--- config.mk ---
export PLATFORM = sky130hd
export DESIGN_NAME = grf_scoreboard_flat
export DESIGN_NICKNAME = d
export VERILOG_FILES = /design/src/rtl/grf_scoreboard_pkg.sv /design/src/rtl/grf_scoreboard_if.sv /design/src/rtl/grf_sb_entry.sv /design/src/rtl/grf_scoreboard.sv /design/src/flat_wrapper.sv
export SDC_FILE = /design/constraint.sdc
export NUM_CORES = 1
export LEC_CHECK = 0
export ABC_AREA = 1
export ABC_CLOCK_PERIOD_IN_PS = 15800
export CORE_MARGIN = 5
export CORE_UTILIZATION = 55
export CTS_BUF_LIST = sky130_fd_sc_hd__clkbuf_8
export CTS_CLUSTER_SIZE = 28
export DETAILED_ROUTE_END_ITERATION = 8
export GPL_TIMING_DRIVEN = 0
export PLACE_DENSITY = 0.74
export SYNTH_ARGS = -nofsm -noshare
export SYNTH_HDL_FRONTEND = slang
export SYNTH_SLANG_ARGS = --single-unit
export TNS_END_PERCENT = 1
--- constraint.sdc ---
create_clock -name Clk -period 15.8 [get_ports Clk]
set_input_delay 1.58 -clock Clk [delete_from_list [all_inputs] [get_ports Clk]]
set_output_delay 1.58 -clock Clk [all_outputs]
set_load 0.02 [all_outputs]
--- src/rtl/grf_scoreboard_pkg.sv ---
// Shared CPU constants for the GRF hazard scoreboard: register count, pipeline lifetime
// and the forwarding-latency clamp.
package grf_scoreboard_pkg;

  localparam int unsigned GRF_NREG      = 32;
  localparam int unsigned GRF_AW        = 5;
  localparam int unsigned GRF_CNT_W     = 6;
  localparam int unsigned GRF_LIFE_INIT = 3;
  localparam int unsigned GRF_TNEW_MAX  = 2;

  // A result is forwardable from W at the latest, so tnew never needs to exceed 2.
  function automatic logic [1:0] clamp_tnew(input logic [1:0] t);
    return (t > 2'(GRF_TNEW_MAX)) ? 2'(GRF_TNEW_MAX) : t;
  endfunction

endpackage

--- src/rtl/grf_scoreboard_if.sv ---
// D-stage issue/read bundle between the decoder (master) and the scoreboard (slave).
interface grf_scoreboard_if;
  import grf_scoreboard_pkg::*;

  logic                   IssueEn;
  logic                   IssueWr;
  logic [GRF_AW-1:0]      IssueA3;
  logic [1:0]             IssueTnew;
  logic [GRF_AW-1:0]      A1;
  logic [GRF_AW-1:0]      A2;
  logic [1:0]             Tuse1;
  logic [1:0]             Tuse2;
  logic                   Use1;
  logic                   Use2;
  logic                   Flush;
  logic                   Stall;
  logic [GRF_NREG-1:0]    Busy;
  logic [GRF_CNT_W-1:0]   BusyCnt;

  modport master (
    output IssueEn, IssueWr, IssueA3, IssueTnew, A1, A2, Tuse1, Tuse2, Use1, Use2, Flush,
    input  Stall, Busy, BusyCnt
  );

  modport slave (
    input  IssueEn, IssueWr, IssueA3, IssueTnew, A1, A2, Tuse1, Tuse2, Use1, Use2, Flush,
    output Stall, Busy, BusyCnt
  );

endinterface

--- src/rtl/grf_sb_entry.sv ---
// One scoreboard cell: tracks a single in-flight writer of one GRF register through E/M/W,
// counting down its remaining lifetime and cycles until the result is forwardable.
module grf_sb_entry
  import grf_scoreboard_pkg::*;
#(
  parameter int unsigned LIFE_INIT = GRF_LIFE_INIT
) (
  input  logic       clk,
  input  logic       rst,
  input  logic       flush,
  input  logic       load,
  input  logic [1:0] load_tnew,
  output logic       valid,
  output logic [1:0] tnew
);

  logic       valid_q = 1'b0;
  logic [1:0] tnew_q  = 2'd0;
  logic [1:0] life_q  = 2'd0;
  logic       valid_d;
  logic [1:0] tnew_d;
  logic [1:0] life_d;

  always_comb begin
    valid_d = valid_q;
    tnew_d  = tnew_q;
    life_d  = life_q;
    if (flush) begin
      valid_d = 1'b0;
      tnew_d  = 2'd0;
      life_d  = 2'd0;
    end else if (load) begin
      // Newest writer wins; the countdown restarts instead of decrementing this edge.
      valid_d = 1'b1;
      tnew_d  = clamp_tnew(load_tnew);
      life_d  = 2'(LIFE_INIT);
    end else if (valid_q) begin
      life_d = life_q - 2'd1;
      tnew_d = (tnew_q != 2'd0) ? tnew_q - 2'd1 : 2'd0;
      if (life_q <= 2'd1) begin
        valid_d = 1'b0;
      end
    end
  end

  always_ff @(posedge clk) begin
    if (rst) begin
      valid_q <= 1'b0;
      tnew_q  <= 2'd0;
      life_q  <= 2'd0;
    end else begin
      valid_q <= valid_d;
      tnew_q  <= tnew_d;
      life_q  <= life_d;
    end
  end

  assign valid = valid_q;
  assign tnew  = tnew_q;

endmodule

--- src/rtl/grf_scoreboard.sv ---
// GRF hazard scoreboard: one countdown cell per register, combinational Tnew/Tuse stall
// detection and a registered busy map with its population count.
module grf_scoreboard
  import grf_scoreboard_pkg::*;
#(
  parameter int unsigned NREG      = GRF_NREG,
  parameter int unsigned LIFE_INIT = GRF_LIFE_INIT
) (
  input  logic             Clk,
  input  logic             Rst,
  grf_scoreboard_if.slave  sb
);

  logic [GRF_NREG-1:0]  valid;
  logic [1:0]           tnew [GRF_NREG];
  logic                 stall;
  logic                 issue_ok;
  logic [GRF_CNT_W-1:0] busy_cnt;

  // $0 is hardwired zero and never produces a hazard.
  assign valid[0] = 1'b0;
  assign tnew[0]  = 2'd0;

  // A stalled D-stage issues a bubble, so no entry may be created that cycle.
  assign issue_ok = sb.IssueEn && !stall && sb.IssueWr && (sb.IssueA3 != '0);

  for (genvar i = 1; i < GRF_NREG; i++) begin : g_entry
    if (i < NREG) begin : g_live
      grf_sb_entry #(
        .LIFE_INIT (LIFE_INIT)
      ) u_entry (
        .clk       (Clk),
        .rst       (Rst),
        .flush     (sb.Flush),
        .load      (issue_ok && (sb.IssueA3 == GRF_AW'(i))),
        .load_tnew (sb.IssueTnew),
        .valid     (valid[i]),
        .tnew      (tnew[i])
      );
    end else begin : g_unused
      assign valid[i] = 1'b0;
      assign tnew[i]  = 2'd0;
    end
  end

  always_comb begin
    stall = 1'b0;
    if (sb.Use1 && (sb.A1 != '0) && valid[sb.A1] && (tnew[sb.A1] > sb.Tuse1)) begin
      stall = 1'b1;
    end
    if (sb.Use2 && (sb.A2 != '0) && valid[sb.A2] && (tnew[sb.A2] > sb.Tuse2)) begin
      stall = 1'b1;
    end
  end

  always_comb begin
    busy_cnt = '0;
    for (int i = 0; i < GRF_NREG; i++) begin
      busy_cnt = busy_cnt + GRF_CNT_W'(valid[i]);
    end
  end

  assign sb.Stall   = stall;
  assign sb.Busy    = valid;
  assign sb.BusyCnt = busy_cnt;

endmodule

--- src/flat_wrapper.sv ---
// flat-port wrapper written by rule: the top's interface ports become plain ports
module grf_scoreboard_flat import grf_scoreboard_pkg::*;
#(
  parameter int unsigned NREG      = GRF_NREG,
  parameter int unsigned LIFE_INIT = GRF_LIFE_INIT
)
  (Clk, Rst, sb_IssueEn, sb_IssueWr, sb_IssueA3, sb_IssueTnew, sb_A1, sb_A2, sb_Tuse1, sb_Tuse2, sb_Use1, sb_Use2, sb_Flush, sb_Stall, sb_Busy, sb_BusyCnt);
  grf_scoreboard_if sb_i ();
  input  logic Clk;
  input  logic Rst;
  input wire logic [$bits(sb_i.IssueEn)-1:0] sb_IssueEn;
  input wire logic [$bits(sb_i.IssueWr)-1:0] sb_IssueWr;
  input wire logic [$bits(sb_i.IssueA3)-1:0] sb_IssueA3;
  input wire logic [$bits(sb_i.IssueTnew)-1:0] sb_IssueTnew;
  input wire logic [$bits(sb_i.A1)-1:0] sb_A1;
  input wire logic [$bits(sb_i.A2)-1:0] sb_A2;
  input wire logic [$bits(sb_i.Tuse1)-1:0] sb_Tuse1;
  input wire logic [$bits(sb_i.Tuse2)-1:0] sb_Tuse2;
  input wire logic [$bits(sb_i.Use1)-1:0] sb_Use1;
  input wire logic [$bits(sb_i.Use2)-1:0] sb_Use2;
  input wire logic [$bits(sb_i.Flush)-1:0] sb_Flush;
  output wire logic [$bits(sb_i.Stall)-1:0] sb_Stall;
  output wire logic [$bits(sb_i.Busy)-1:0] sb_Busy;
  output wire logic [$bits(sb_i.BusyCnt)-1:0] sb_BusyCnt;
  assign sb_i.IssueEn = sb_IssueEn;
  assign sb_i.IssueWr = sb_IssueWr;
  assign sb_i.IssueA3 = sb_IssueA3;
  assign sb_i.IssueTnew = sb_IssueTnew;
  assign sb_i.A1 = sb_A1;
  assign sb_i.A2 = sb_A2;
  assign sb_i.Tuse1 = sb_Tuse1;
  assign sb_i.Tuse2 = sb_Tuse2;
  assign sb_i.Use1 = sb_Use1;
  assign sb_i.Use2 = sb_Use2;
  assign sb_i.Flush = sb_Flush;
  assign sb_Stall = sb_i.Stall;
  assign sb_Busy = sb_i.Busy;
  assign sb_BusyCnt = sb_i.BusyCnt;
  grf_scoreboard #(.NREG(NREG), .LIFE_INIT(LIFE_INIT)) u_core (.Clk(Clk), .Rst(Rst), .sb(sb_i));
endmodule
# After elaboration in Yosys (flattened, before gate mapping)
# Cells that the tools add are included.
[op_classes] mux=261 bitwise_logic=2 n_reduce_logical=107 eq_ne=31 n_lt_le_gt_ge=38 n_addsub=92
[ops] op="2-bit two-way mux" count=160
[ops] op="6-bit by 1-bit adder with 6-bit output" count=29
[ops] op="2-bit nonzero test" count=62
[ops] op="2-bit by 1-bit subtractor with 2-bit output, second input constant" count=62
[ops] op="1-bit two-way mux" count=97
[ops] op="5-bit equality test, second input constant" count=16
[ops] op="2-bit by 1-bit <= comparator with 1-bit output, second input constant" count=31
[ops] op="5-bit by 4-bit equality test with 1-bit output, second input constant" count=8
[ops] op="1-bit logical AND" count=40
[ops] op="2-bit binary-select mux with 5-bit select" count=2
[ops] op="5-bit by 3-bit equality test with 1-bit output, second input constant" count=4
[ops] op="5-bit nonzero test" count=3
[ops] op="6-bit greater-or-equal comparator, second input constant" count=2
[ops] op="5-bit by 6-bit < comparator with 1-bit output, second input constant" count=2
[ops] op="5-bit inverter with 6-bit output" count=2
[ops] op="1-bit binary-select mux with 5-bit select" count=2
[ops] op="5-bit by 2-bit equality test with 1-bit output, second input constant" count=2
[ops] op="5-bit by 1-bit equality test with 1-bit output, second input constant" count=1
[ops] op="2-bit greater-than comparator" count=2
[ops] op="1-bit by 1-bit adder with 2-bit output" count=1
[ops] op="2-bit greater-than comparator, second input constant" count=1
[ops] op="2-bit OR reduction" count=1
[ops] op="1-bit logical NOT" count=1
[totals] out_inout_bits=39 inputBits=28 ff_bits=155 word_cells=624

# Depth between registers and ports, before layout
[depth] depth_word=30 mapped_depth=23 mapped_depth_nobuf=19

# Modules after synthesis
# Synthesis repeated with hierarchy kept, for this count alone.
[unflattened] hier_cells=1783 hier_area_um2=10980.5
[modules_own_cells] mod="grf_sb_entry (u_core.g_entry[10].g_live.u_entry ...)" area_each_um2=252.7 instances=29 cells_per_inst=39 seq_area_each_um2=100.1
[modules_own_cells] mod="grf_scoreboard" area_each_um2=3143.0 instances=1 cells_per_inst=570 seq_area_each_um2=0.0
[modules_own_cells] mod="grf_sb_entry (u_core.g_entry[8].g_live.u_entry ...)" area_each_um2=254.0 instances=2 cells_per_inst=41 seq_area_each_um2=100.1

# Least setup slack after synthesis
# No wires, ideal clock.
[synth_timing] kind="register -> output" start="reg u_core.g_entry[2].g_live.u_entry.valid_q" end="out sb_BusyCnt[4]" path_buffers=0 slack_ns=9.326 required_time_ns=14.220 stages_incl_launch_ff=15 arrival_ns=4.894 path_cell_list="dfxtp_1 ha_1 inv_1 fa_1 fa_1 fa_1 fa_1 fa_1 fa_1 inv_1 ha_1 inv_1 fa_1 o21a_1 xor2_1"
[synth_via] elab_chain_len=30
[synth_rtl] element="from (decl)" line="grf_sb_entry.sv:17" rtl="logic valid_q = 1'b0;"
[synth_rtl] element="from (signal assigned)" line="grf_sb_entry.sv:52" rtl="valid_q <= valid_d;"
[synth_rtl] element="1-bit by 1-bit adder with 2-bit output" line="grf_scoreboard.sv:59" rtl="busy_cnt = busy_cnt + GRF_CNT_W'(valid[i]);"
[synth_rtl] element="6-bit by 1-bit adder with 6-bit output (29 in series)" line="grf_scoreboard.sv:59"
[synth_rtl] element="to (decl)" line="flat_wrapper.sv:24" rtl="output wire logic [$bits(sb_i.BusyCnt)-1:0] sb_BusyCnt;"
# Every way passes these cells.

# Worst setup path in the final report
[layout_timing] start="reg u_core.g_entry[9].g_live.u_entry.valid_q" end="out sb_BusyCnt[4]"
[layout_via] elab_chain_len=23
[layout_rtl] element="from (decl)" line="grf_sb_entry.sv:17"
[layout_rtl] element="from (signal assigned)" line="grf_sb_entry.sv:52"
[layout_rtl] element="6-bit by 1-bit adder with 6-bit output (23 in series)" line="grf_scoreboard.sv:59"
# Every way passes these cells.

==> run summary <==
## Outcome
* finished, final reports clean — result of the run

## Synth
* sky130_fd_sc_hd__nand2_1 — most common cell in the netlist
* 1,500 — post-synthesis instance total
* 10,500 µm² — post-synthesis instance area
* sky130_fd_sc_hd__dfxtp_1 — Post-synth top flop
* 0 — number of enable flip-flop cells after synthesis
* 1,580 — Mapped Nets
* 155 — synthesized flop and latch total
* sky130_fd_sc_hd__dfxtp_1, sky130_fd_sc_hd__nand2_1, sky130_fd_sc_hd__a21oi_1 — cells taking the most area after synthesis
* sky130_fd_sc_hd__dfxtp_1 — cell taking the most area after synthesis
* sky130_fd_sc_hd__nand2_1, sky130_fd_sc_hd__inv_1, sky130_fd_sc_hd__a21oi_1 — leading post-synthesis cells by instance count
* 41 — distinct cell type count of the synthesized netlist
* 0.296 — sequential share of the synthesized area
* 6.99 µm² — average footprint of a synthesized cell
* 0 — Warnings, synthesis
* 0.296 — top cell type's share of synthesized area
* 0 — Post-synth ARST share

## Layout
* 0 — number of inserted diodes
* 1,742 — number of fillers in the final layout
* 1,658 — Net count, final
* 3100 µm² — Reg area
* 0.0911 — share of cells above drive strength 1
* 11,700 µm² — post-route cell area
* 1,825 — final cell count without fillers
* 12.1% — Layout Area Growth over Synthesis
* 5990 µm² — multi-input logic area

## GRT
* 17 — largest net degree at the start of global routing
* 0.342 — overall track demand over capacity in global routing
* 57,100 µm — first-pass GRT wire length
* 9,686 — via count of the first global-routing pass
* 0 — number of antenna violations at the first check in global routing
* 0 — remaining global-route overflow

## Flow run
* 0 — Max Cap Violations

## Clocking
* 17 — TritonCTS buffer count
* sky130_fd_sc_hd__clkbuf_8 — root buf cell
* 0.10 ns — CTS clock-pin slew for the worst setup and hold paths
* 2 — CTS Buffer Depth
* 0 — Post-CTS Resized
* 0 — Setup Buffers After CTS
* 0 — quantity of hold-fixing buffers added after cts
* built — CTS tree
* 0.50 ns — Skew-Pair Late Insertion Delay
* 155 — number of sinks handled by clock tree synthesis
* 4 — depth of the CTS H-tree

## Setup path
* u_core.g_entry[9].g_live.u_entry.valid$_SDFF_PP0_ — start point of the critical path
* u_core.g_entry[26].g_live.u_entry.tnew[1]$_SDFFE_PP0P_ — FF-to-FF Start
* flip-flop to primary output — class of the most critical setup path
* 18 — number of cell instances on the worst register-to-register path
* primary output — crit end category
* 8 — Crit Path Max Fanout
* 14.22 ns — WP data required
* flip-flop — kind of start point of the critical path
* 12.30 ns — reg-to-reg setup timing slack
* u_core.g_entry[9].g_live.u_entry.tnew[1]$_SDFFE_PP0P_ — Reg-to-Reg End
* 6.33 ns — data arrival time of the worst path
* sb_BusyCnt[4] — Critical Path Sink

## Floorplan
* 18,700 µm² — core region area
* 67 — number of top-level pins
* 148 µm — die outline height
* 50 — Std-Cell Rows
* 0.560 — initial core utilization
* 21,900 µm² — Die Area
* 148 µm — horizontal extent of the die

## STA
* 7.91 ns — final critical path time including I/O delays and setup
* 0 ns — Setup TNS Final
* 1.17 ns — transition at the pin with the smallest max-transition slack
* 0 — count of endpoints failing hold in the final timing report
* 0.217 — Max-Slew Margin vs Limit
* 0 — final number of max-transition violations
* no — unrepaired setup endpoints after global routing
* 0 — final setup violating endpoints
* 0.126 GHz — highest achievable clock rate
* 0.0310 ns — clock tree skew after final layout
* 0.500 — final critical-path share of the clock period

## Place
* 1,793 — number of placed cells counting well taps
* 28,700 µm — DP HPWL
* 59 — input/output buffers
* 1.03 — global placer's final weighted congestion
* 11,400 µm² — cell area after placement

## Drt
* 20.7 µm — post-DR wirelength/cell
* 0 — DRC errors left
* 37,700 µm — wire length after detailed routing
* 5.93 — ratio of routed vias to standard cells
* 6 — count of TritonRoute iterations in the first routing pass
* 10.8k — overall via count from detail_route
* 0 — Post-DRT Antenna Nets
* 1,423 — Starting DRT DRC Count

## Pwr
* 68.3 nW/µm² — cell area power density
* 5.08 nW — Leakage
* 0.803 mW — overall power of the completed layout
* 0.0572 mV — worst supply voltage drop on vdd

## Min path
* flip-flop to flip-flop — HP Class

[logic make-up (layout without fill, tap and decap cells)]
| group | after synthesis | count (layout) | share of synthesized area |
|---|---|---|---|
| AOI/OAI and AO/OA | 323 | 323 | 0.172 |
| buffers and inverters | 308 | 399 | 0.132 |
| DFF | 155 | 155 | 0.296 |
| other | 1 | 1 | 0.000358 |
| adders and majority gates | 52 | 52 | 0.0786 |
| and+or+nand+nor | 628 | 628 | 0.294 |
| xor gates and xnor gates | 33 | 33 | 0.0276 |
[worst max-delay path, cell delays in order, from the launching register on]
cell and delay (ns):
sky130_fd_sc_hd__dfxtp_1 0.45, sky130_fd_sc_hd__clkinv_1 0.37, sky130_fd_sc_hd__fa_1 0.61, sky130_fd_sc_hd__fa_1 0.58, sky130_fd_sc_hd__inv_1 0.07, sky130_fd_sc_hd__fa_1 0.53
sky130_fd_sc_hd__inv_1 0.05, sky130_fd_sc_hd__fa_1 0.49, sky130_fd_sc_hd__fa_1 0.54, sky130_fd_sc_hd__fa_1 0.48, sky130_fd_sc_hd__inv_1 0.08, sky130_fd_sc_hd__ha_1 0.16
sky130_fd_sc_hd__inv_1 0.06, sky130_fd_sc_hd__fa_1 0.40, sky130_fd_sc_hd__o21a_1 0.21, sky130_fd_sc_hd__xor2_1 0.14, sky130_fd_sc_hd__clkdlybuf4s50_1 0.62
[cell usage in the layout, fill, tap and decap left out, types with 3 or more instances in the layout]
cell type,Yosys,routed
sky130_fd_sc_hd__ha_1,29,29
sky130_fd_sc_hd__clkinv_1,7,7
sky130_fd_sc_hd__inv_6,0,5
sky130_fd_sc_hd__nor3_1,17,17
sky130_fd_sc_hd__a31oi_1,15,15
sky130_fd_sc_hd__buf_2,9,9
sky130_fd_sc_hd__nand4_1,6,6
sky130_fd_sc_hd__dfxtp_1,155,155
sky130_fd_sc_hd__o22ai_1,4,4
sky130_fd_sc_hd__xnor2_1,21,21
sky130_fd_sc_hd__inv_2,7,7
sky130_fd_sc_hd__o21ai_1,6,6
sky130_fd_sc_hd__o21a_1,5,5
sky130_fd_sc_hd__buf_4,37,37
sky130_fd_sc_hd__fa_1,23,23
sky130_fd_sc_hd__nor2_2,3,3
sky130_fd_sc_hd__nand2_1,279,279
sky130_fd_sc_hd__o21ai_0,90,90
sky130_fd_sc_hd__xor2_1,12,12
sky130_fd_sc_hd__nand4_2,11,11
sky130_fd_sc_hd__clkdlybuf4s50_1,0,59
sky130_fd_sc_hd__clkbuf_1,37,37
sky130_fd_sc_hd__nand3_1,151,151
sky130_fd_sc_hd__a221oi_1,4,4
sky130_fd_sc_hd__nand4_4,18,18
sky130_fd_sc_hd__inv_8,0,4
sky130_fd_sc_hd__nor2_1,122,122
sky130_fd_sc_hd__a21oi_1,159,159
sky130_fd_sc_hd__inv_1,200,201
sky130_fd_sc_hd__o2111ai_1,3,3
sky130_fd_sc_hd__clkbuf_8,0,17
sky130_fd_sc_hd__buf_6,10,10
sky130_fd_sc_hd__o221ai_1,21,21
sky130_fd_sc_hd__o211ai_1,12,12
sky130_fd_sc_hd__or2_2,15,15
[area by class of cell]
type | count | area share
multi-input combinational | 1037 | 0.510
sequential | 155 | 0.264
inverter | 214 | 0.0684
timing repair buffer | 59 | 0.0503
buffer | 94 | 0.0492
tap | 234 | 0.0249
clock buffer | 17 | 0.0199
clock inverter | 15 | 0.0130
[routing by layer]
layer | part of all wire | vias to the layer above | global-route usage
met3 | 0.11 | 106 | 0.0773
li1 | - | 5080 | -
met2 | 0.44 | 607 | 0.520
met4 | 0.041 | 0 | 0.132
met5 | 0 | - | 0
met1 | 0.41 | 5025 | 0.474
[state kept, by name (all words and copies together) (netlist names)]
signal / flops
u_core.g_entry.g_live.u_entry.life_q: 62
u_core.g_entry.g_live.u_entry.tnew: 62
u_core.g_entry.g_live.u_entry.valid: 31
[stage by stage]
| stage | setup slack, ns | hold slack, ns | utilization |
|---|---|---|---|
| floorplan | 9.33 | 0.445 | - |
| global placement | 8.45 | 0.452 | 0.607 |
| detailed placement | 8.43 | 0.461 | 0.607 |
| CTS | 7.89 | 0.471 | 0.628 |
| global route | 7.69 | 0.495 | 0.628 |
| finish | 7.89 | 0.473 | 0.628 |
[where the power goes]
| group | switching [mW] | leakage [nW] | internal, mW |
|---|---|---|---|
| Clock | 0.183 | 0.201 | 0.131 |
| Combinational | 0.0694 | 3.63 | 0.0271 |
| Sequential | 0.00108 | 1.25 | 0.391 |
[how the worst min path moves through the flow]
stage,startpoint,depth (start not counted),endpoint
after floorplan,u_core.g_entry[31].g_live.u_entry.life_q[1]$_SDFFE_PP0P_,2,u_core.g_entry[31].g_live.u_entry.valid$_SDFF_PP0_
after global placement,u_core.g_entry[31].g_live.u_entry.life_q[1]$_SDFFE_PP0P_,2,u_core.g_entry[31].g_live.u_entry.valid$_SDFF_PP0_
after detailed placement,u_core.g_entry[29].g_live.u_entry.life_q[1]$_SDFFE_PP0P_,2,u_core.g_entry[29].g_live.u_entry.valid$_SDFF_PP0_
after CTS,u_core.g_entry[18].g_live.u_entry.life_q[1]$_SDFFE_PP0P_,2,u_core.g_entry[18].g_live.u_entry.valid$_SDFF_PP0_
after global routing,u_core.g_entry[30].g_live.u_entry.life_q[1]$_SDFFE_PP0P_,2,u_core.g_entry[30].g_live.u_entry.valid$_SDFF_PP0_
final,u_core.g_entry[18].g_live.u_entry.life_q[1]$_SDFFE_PP0P_,2,u_core.g_entry[18].g_live.u_entry.valid$_SDFF_PP0_
No activity file was read; power rests on OpenSTA's default activity.
